### src/rtl/uart_rx.sv
// 8N1 UART receiver: synchronises rx_serial, samples mid-bit, presents bytes on valid/ready.
// Flags framing errors (stop bit low) and overruns (byte completed while previous unaccepted).
`timescale 1ns/1ps

module uart_rx #(
  parameter int CLKS_PER_BIT = 100,
  parameter int SYNC_STAGES  = 2
) (
  input  logic       clk,
  input  logic       rst_n,
  input  logic       rx_serial,
  output logic [7:0] rx_data,
  output logic       rx_valid,
  input  logic       rx_ready,
  output logic       frame_err,
  output logic       overrun
);

  localparam int CW = (CLKS_PER_BIT > 2) ? $clog2(CLKS_PER_BIT) : 2;
  localparam logic [CW-1:0] CNT_LAST = CW'(CLKS_PER_BIT - 1);
  localparam logic [CW-1:0] CNT_MID  = CW'(CLKS_PER_BIT / 2 - 1);

  typedef enum logic [2:0] {
    IDLE  = 3'd0,
    START = 3'd1,
    DATA  = 3'd2,
    STOP  = 3'd3,
    BRK   = 3'd4
  } state_t;

  logic [SYNC_STAGES-1:0] sync_q;
  logic [SYNC_STAGES-1:0] sync_d;
  logic                   rx_s;

  state_t        state_q;
  logic [CW-1:0] clk_cnt_q;
  logic [2:0]    bit_idx_q;
  logic [7:0]    shift_q;
  logic          deliver_q;
  logic [7:0]    rx_data_q;
  logic          rx_valid_q;
  logic          frame_err_q;
  logic          overrun_q;

  // Preset to idle-high so reset release never looks like a start bit.
  assign sync_d = {sync_q[SYNC_STAGES-2:0], rx_serial};
  assign rx_s   = sync_q[SYNC_STAGES-1];

  always_ff @(posedge clk or negedge rst_n) begin
    if (!rst_n) begin
      sync_q <= '1;
    end else begin
      sync_q <= sync_d;
    end
  end

  always_ff @(posedge clk or negedge rst_n) begin
    if (!rst_n) begin
      state_q     <= IDLE;
      clk_cnt_q   <= '0;
      bit_idx_q   <= '0;
      shift_q     <= '0;
      deliver_q   <= 1'b0;
      rx_data_q   <= '0;
      rx_valid_q  <= 1'b0;
      frame_err_q <= 1'b0;
      overrun_q   <= 1'b0;
    end else begin
      frame_err_q <= 1'b0;
      overrun_q   <= 1'b0;
      deliver_q   <= 1'b0;

      // A completed byte only replaces the held one if it is being accepted this cycle.
      if (deliver_q) begin
        if (!rx_valid_q || rx_ready) begin
          rx_data_q  <= shift_q;
          rx_valid_q <= 1'b1;
        end else begin
          overrun_q <= 1'b1;
        end
      end else if (rx_valid_q && rx_ready) begin
        rx_valid_q <= 1'b0;
      end

      case (state_q)
        IDLE: begin
          clk_cnt_q <= '0;
          if (!rx_s) begin
            state_q <= START;
          end
        end
        START: begin
          if (clk_cnt_q == CNT_MID) begin
            clk_cnt_q <= '0;
            bit_idx_q <= '0;
            state_q   <= rx_s ? IDLE : DATA;
          end else begin
            clk_cnt_q <= clk_cnt_q + 1'b1;
          end
        end
        DATA: begin
          if (clk_cnt_q == CNT_LAST) begin
            clk_cnt_q          <= '0;
            shift_q[bit_idx_q] <= rx_s;
            if (bit_idx_q == 3'd7) begin
              state_q <= STOP;
            end else begin
              bit_idx_q <= bit_idx_q + 1'b1;
            end
          end else begin
            clk_cnt_q <= clk_cnt_q + 1'b1;
          end
        end
        STOP: begin
          if (clk_cnt_q == CNT_LAST) begin
            clk_cnt_q <= '0;
            if (rx_s) begin
              deliver_q <= 1'b1;
              state_q   <= IDLE;
            end else begin
              frame_err_q <= 1'b1;
              state_q     <= BRK;
            end
          end else begin
            clk_cnt_q <= clk_cnt_q + 1'b1;
          end
        end
        BRK: begin
          // Line held low after a bad stop bit must return high before a new start counts.
          clk_cnt_q <= '0;
          if (rx_s) begin
            state_q <= IDLE;
          end
        end
        default: begin
          state_q <= IDLE;
        end
      endcase
    end
  end

  assign rx_data   = rx_data_q;
  assign rx_valid  = rx_valid_q;
  assign frame_err = frame_err_q;
  assign overrun   = overrun_q;

endmodule

### config.mk
export PLATFORM = sky130hd
export DESIGN_NAME = uart_rx
export DESIGN_NICKNAME = d
export VERILOG_FILES = /design/src/rtl/uart_rx.sv
export SDC_FILE = /design/constraint.sdc
export NUM_CORES = 1
export LEC_CHECK = 0
export CAP_MARGIN = 20
export CORE_MARGIN = 4
export CORE_UTILIZATION = 50
export DETAILED_ROUTE_END_ITERATION = 7
export HOLD_SLACK_MARGIN = 0.1
export PLACE_DENSITY_LB_ADDON = 0.05
export RECOVER_POWER = 25
export SYNTH_ARGS = -nofsm -noshare
export SYNTH_HDL_FRONTEND = slang
export SYNTH_SLANG_ARGS = --single-unit
export TNS_END_PERCENT = 1
### constraint.sdc
create_clock -name clk -period 1.6 [get_ports clk]
set_input_delay 0.24 -clock clk [delete_from_list [all_inputs] [get_ports clk]]
set_output_delay 0.24 -clock clk [all_outputs]
set_load 0.02 [all_outputs]
; ---- Yosys cells after proc, flatten, opt, wreduce, memory -nomap -nowiden
; Cells that the tools add are included.
; Widths: inputs -> output; s select.
[totals]
reg_bits = 35
output_inout_bits = 11
elab_cells = 74
[classes]
add_sub_neg = 2
n_lt_le_gt_ge = 2
n_eq_ne = 15
muxes = 30
n_reduce_logical = 15
[op_table]
columns = operator, count
row1 = $mux 3, 10
row2 = $pmux 7 s3, 1
row3 = $pmux 3 s5, 1
row4 = $mux 7, 2
row5 = $ne 2x2->1 const B, 7
row6 = $mux 1, 12
row7 = $bwmux 8, 1
row8 = $add 7x1->7 const B, 1
row9 = $eq 7x6->1 const B, 1
row10 = $eq 7x7->1 const B, 1
row11 = $eq 3x2->1 const B, 2
row12 = $eq 3x3->1 const B, 2
row13 = $pmux 3 s2, 1
row14 = $reduce_and 2->1, 3
row15 = $reduce_and 6->1, 1
row16 = $lt 3x4->1 const B, 1
row17 = $reduce_and 4->1, 1
row18 = $reduce_bool 2->1, 2
row19 = $reduce_or 2->1, 2
row20 = $add 3x1->3 const B, 1
row21 = $demux 1 s3, 1
row22 = $eq 3x1->1 const B, 1
row23 = $ge 3x1->1 const B, 1
row24 = $logic_not 3->1, 1
row25 = other kinds (6), 7

; ---- Logic depth before layout (Yosys ltp)
[logic_depth]
ltp_word = 5
mapped_depth = 6
mapped_depth_nobuf = 6

; ---- Worst setup path after synthesis
; No wires, ideal clock.
[synth_path]
path_kind = reg2reg
start = register clk_cnt_q[0]
end = register bit_idx_q[2]
setup_ns = 0.126
t_arrival_ns = 1.465
t_required_ns = 1.474
path_slack_ns = 0.009
path_stages_with_launch = 6
path_buffers = 0
synth_period_minus_slack_ns = 1.591
path_cell_list = dfrtp_1 -> ha_1 -> nand4b_4 -> nor3_2 -> a22oi_2 -> a221o_1
[synth_between]
elab_chain_len = 3
[synth_rtl]
columns = item, line_no
row1 = start: declaration, 36  ; logic [CW-1:0] clk_cnt_q;
row2 = start signal: assignment, 98  ; clk_cnt_q <= clk_cnt_q + 1'b1;
row3 = start signal: assignment, 111  ; clk_cnt_q <= clk_cnt_q + 1'b1;
row4 = start signal: assignment, 125  ; clk_cnt_q <= clk_cnt_q + 1'b1;
row5 = $eq 7x7->1 / $eq 7x6->1 (equally long branches), "102, 93"
row6 = $ne 2x2->1 (no source line), -
row7 = $reduce_and 4->1 (no source line) *, -
row8 = end signal: assignment, 108  ; bit_idx_q <= bit_idx_q + 1'b1;
row9 = end: declaration, 37  ; logic [2:0] bit_idx_q;
; Mark *: on every way between the ends. The rest lies on a longest branch, timed or not.
; A chain may end at the register's enable or synchronous reset.

; ---- Final worst setup path
[layout_path]
start = register clk_cnt_q[1]
end = register bit_idx_q[2]
; Same word-level chain as after synthesis.

==> results.py <==
metrics = {
    "status": {
        "status": "finished, violations left",
        "violations": "negative setup slack",
    },
    "power": {
        "leakagePower_nw": 1.06,
        "power.density_nw_per_um2": 653,
        "peakVddDrop_mv": 0.520,
    },
    "worst_setup_path": {
        "worstSetupEndpointType": "register",
        "startpoint_type": "register",
        "crit_arrival_ps": 1850,
        "cpMaxStageDelayCell": "dfrtp_1",
        "cp_max_fo": 3,
        "cp_cell_sequence": "buf_4 -> inv_1 -> ha_1 -> nand2b_1 -> nor3_2 -> a22oi_2 -> a221o_1",
        "required_ps": 1830,
        "path_class": "reg2reg",
        "max_stage_delay_ps": 410,
    },
    "placed_design": {
        "place.gp.congestion": 0.802,
        "dp_hpwl_um": 2290,
        "port-buffer-count": 14,
        "dpl_cell_area_um2": 2010,
        "placed_cells": 212,
    },
    "timing": {
        "relSlewSlack_pct": 44.2,
        "finalWorstSetupSlack_ps": -25.5,
        "tightestPinTransition_ps": 837,
        "final.setup.tns_ps": -75.5,
        "finalMaxSlewViolations": 0,
        "finalSetupViolations": 6,
        "final_hold_viol_count": 0,
        "finalCritPeriodShare_pct": 102,
        "skew_ps": 6.55,
        "rsz0062_at_grt": "true",
        "post-route-min-period_ps": 1630,
        "max_freq_mhz": 615,
    },
    "yosys": {
        "synth-seq-cells": 35,
        "synth.area.top_cells": "dfrtp_1 (50%), mux2_2 (6.1%), mux2_1 (5.5%), nor2_1 (3.4%), dfstp_2 (3.2%)",
        "synth_area_um2": 1650,
        "async_flop_share_pct": 100,
        "synth_cells": 138,
        "syn_nets": 146,
        "yosysWarnings": 0,
        "syn_avg_cell_area_um2": 12.0,
        "synth-seq-area-share_pct": 53.2,
        "synth_edf_count": 0,
        "synth_ff_type": "dfrtp_1",
        "netlist.area_leader.share_pct": 50.0,
        "synth.distinct_cells": 39,
        "yosys.area.top_type": "dfrtp_1",
    },
    "drt": {
        "first_pass_iters": 4,
        "wl_per_cell_um": 14.5,
        "ant_nets": 0,
        "vias": 1176,
        "wl_um": 3210,
        "drtIter0Drc": 83,
        "via_per_inst": 5.32,
        "drc_errors": 0,
    },
    "hold_path": {
        "min_path_type": "reg2reg",
    },
    "global_routing": {
        "grt_busiest_layer": "met2",
        "grt_max_degree": 36,
        "track_usage_pct": 17.3,
        "grtUsageMet3_pct": 5.47,
        "grt_pass1_wl_um": 5460,
        "antenna_found_initial": 0,
        "gr-usage-met2_pct": 25.5,
        "use_met1_pct": 23.0,
        "grt_pass1_vias": 1186,
        "globalRouteOverflowTotal": 0,
    },
    "job": {
        "cap_viol_max_count": 0,
    },
    "clock_tree": {
        "cts_buffers": 5,
        "root_buffer": "clkbuf_4",
        "path_clk_slew_ps": 90,
        "h-tree-depth": 2,
        "cts_hold_buf": 0,
        "clk-insertion-delay-late_ps": 340,
        "cts.path.max_buffers": 2,
        "cts.sinks": 35,
        "cts_tree": "yes",
    },
    "final_layout": {
        "antenna_cells": 0,
        "multi_input_area_um2": 779,
        "fillCellCount": 249,
        "fin_util_pct": 67.4,
        "final_area_um2": 2090,
        "register_area_um2": 878,
        "layout_commonest_cell": "dfrtp_1",
        "drive_above_1_share_pct": 31.6,
        "mostFrequentLayoutCells": "dfrtp_1 (33), buf_4 (17), nor2_1 (15), nand2_1 (12), clkdlybuf4s50_1 (11)",
        "areaGrowthSynthToFinish_pct": 26.7,
        "fin_cells": 221,
        "nNetsFinal": 184,
    },
    "die": {
        "start_util_pct": 53.2,
        "rows": 20,
        "die_h_um": 65.5,
        "die_w_um": 65.5,
        "dieArea_um2": 4290,
        "io_pins": 15,
        "coreArea_um2": 3100,
    },
}
-- path summary, 6_finish.rpt --
check                                                 to  slack (ps)  depth (start not counted)                      from
worst max-delay path            bit_idx_q[2]$_DFFE_PN0P_         -30                          7  clk_cnt_q[1]$_DFFE_PN0P_
worst min-delay path                 sync_q[1]$_DFF_PN1_         370                          0       sync_q[0]$_DFF_PN1_
worst max register to register  bit_idx_q[2]$_DFFE_PN0P_         -30                          7  clk_cnt_q[1]$_DFFE_PN0P_
worst min register to register       sync_q[1]$_DFF_PN1_         370                          0       sync_q[0]$_DFF_PN1_
max in group asynchronous         rx_data[6]$_DFFE_PN0P_         550                          2                     rst_n
min in group asynchronous         rx_data[3]$_DFFE_PN0P_         530                          2                     rst_n
-- Yosys cell counts (2+ instances only) --
master / instances
nand2_1: 12
nor2_1: 15
nand4_1: 2
o31ai_1: 2
nor3_2: 2
and2_1: 2
inv_1: 3
and3_1: 2
nand3_1: 6
clkbuf_1: 3
ha_1: 4
xor2_1: 5
dfstp_2: 2
a21oi_1: 2
nor3b_1: 2
nand2b_1: 4
mux2_2: 9
mux2_1: 8
dfrtp_1: 33
-- area by class of cell --
type	count	share of cell area (%)
Sequential cell	35	42.0
Multi-Input combinational cell	96	37.3
Timing Repair Buffer	35	15.2
Tap cell	44	2.63
Clock buffer	7	2.15
Inverter	3	0.538
Clock inverter	1	0.239
-- sequential cells by signal, summed over array words and instances, names as in the netlist, 2 cells and up --
signal,count
clk_cnt_q,7
rx_data,8
bit_idx_q,3
shift_q,8
sync_q,2
state_q,3
-- metal layers --
layer  vias to the layer above  share of wire, %
met2                        26                44
li1                        571                 -
met1                       570                48
met4                         0               2.3
met5                         -                 0
met3                         9               5.5
-- report_power, final --
group	total, mW	switching (mW)	internal [mW]
Clock	0.447	0.276	0.171
Combinational	0.0253	0.0180	0.00724
Sequential	0.894	0.00529	0.889
-- critical path, delay by kind of cell (launching register included) --
family	cells	cell delay (ps)
buffers and inverters	2	200
flip-flops	1	410
AO/OA/AOI/OAI	2	430
adder cells (fa/ha/maj)	1	120
AND/OR/NAND/NOR	2	360
-- timing repair --
| item | CTS | global route |
|---|---|---|
| endpoints found under the setup margin | 9 | 15 |
| setup buffers | 0 | 1 |
| pin swaps | 1 | 5 |
| gates resized for setup | 2 | 10 |
-- metrics by stage --
step	setup WS (ps)	hold slack (ps)	total power, mW
floorplan	9.10	-55.6	0.911
global placement	6.47	351	0.943
detailed placement	-47.5	349	0.943
CTS	-39.8	259	1.39
global route	-120	383	1.44
finish	-25.5	370	1.37
-- cells by family (layout without fill, tap and decap cells) --
logic type | after synthesis | in the layout | synth area share [%]
compound gates | 17 | 17 | 8.48
xor+xnor | 5 | 5 | 2.65
fa+ha+maj | 4 | 4 | 3.03
buf+inv | 7 | 46 | 1.67
flops | 35 | 35 | 53.2
mux | 17 | 17 | 11.6
simple gates | 53 | 53 | 19.4
Note: power is estimated with default switching activity, not from simulation.
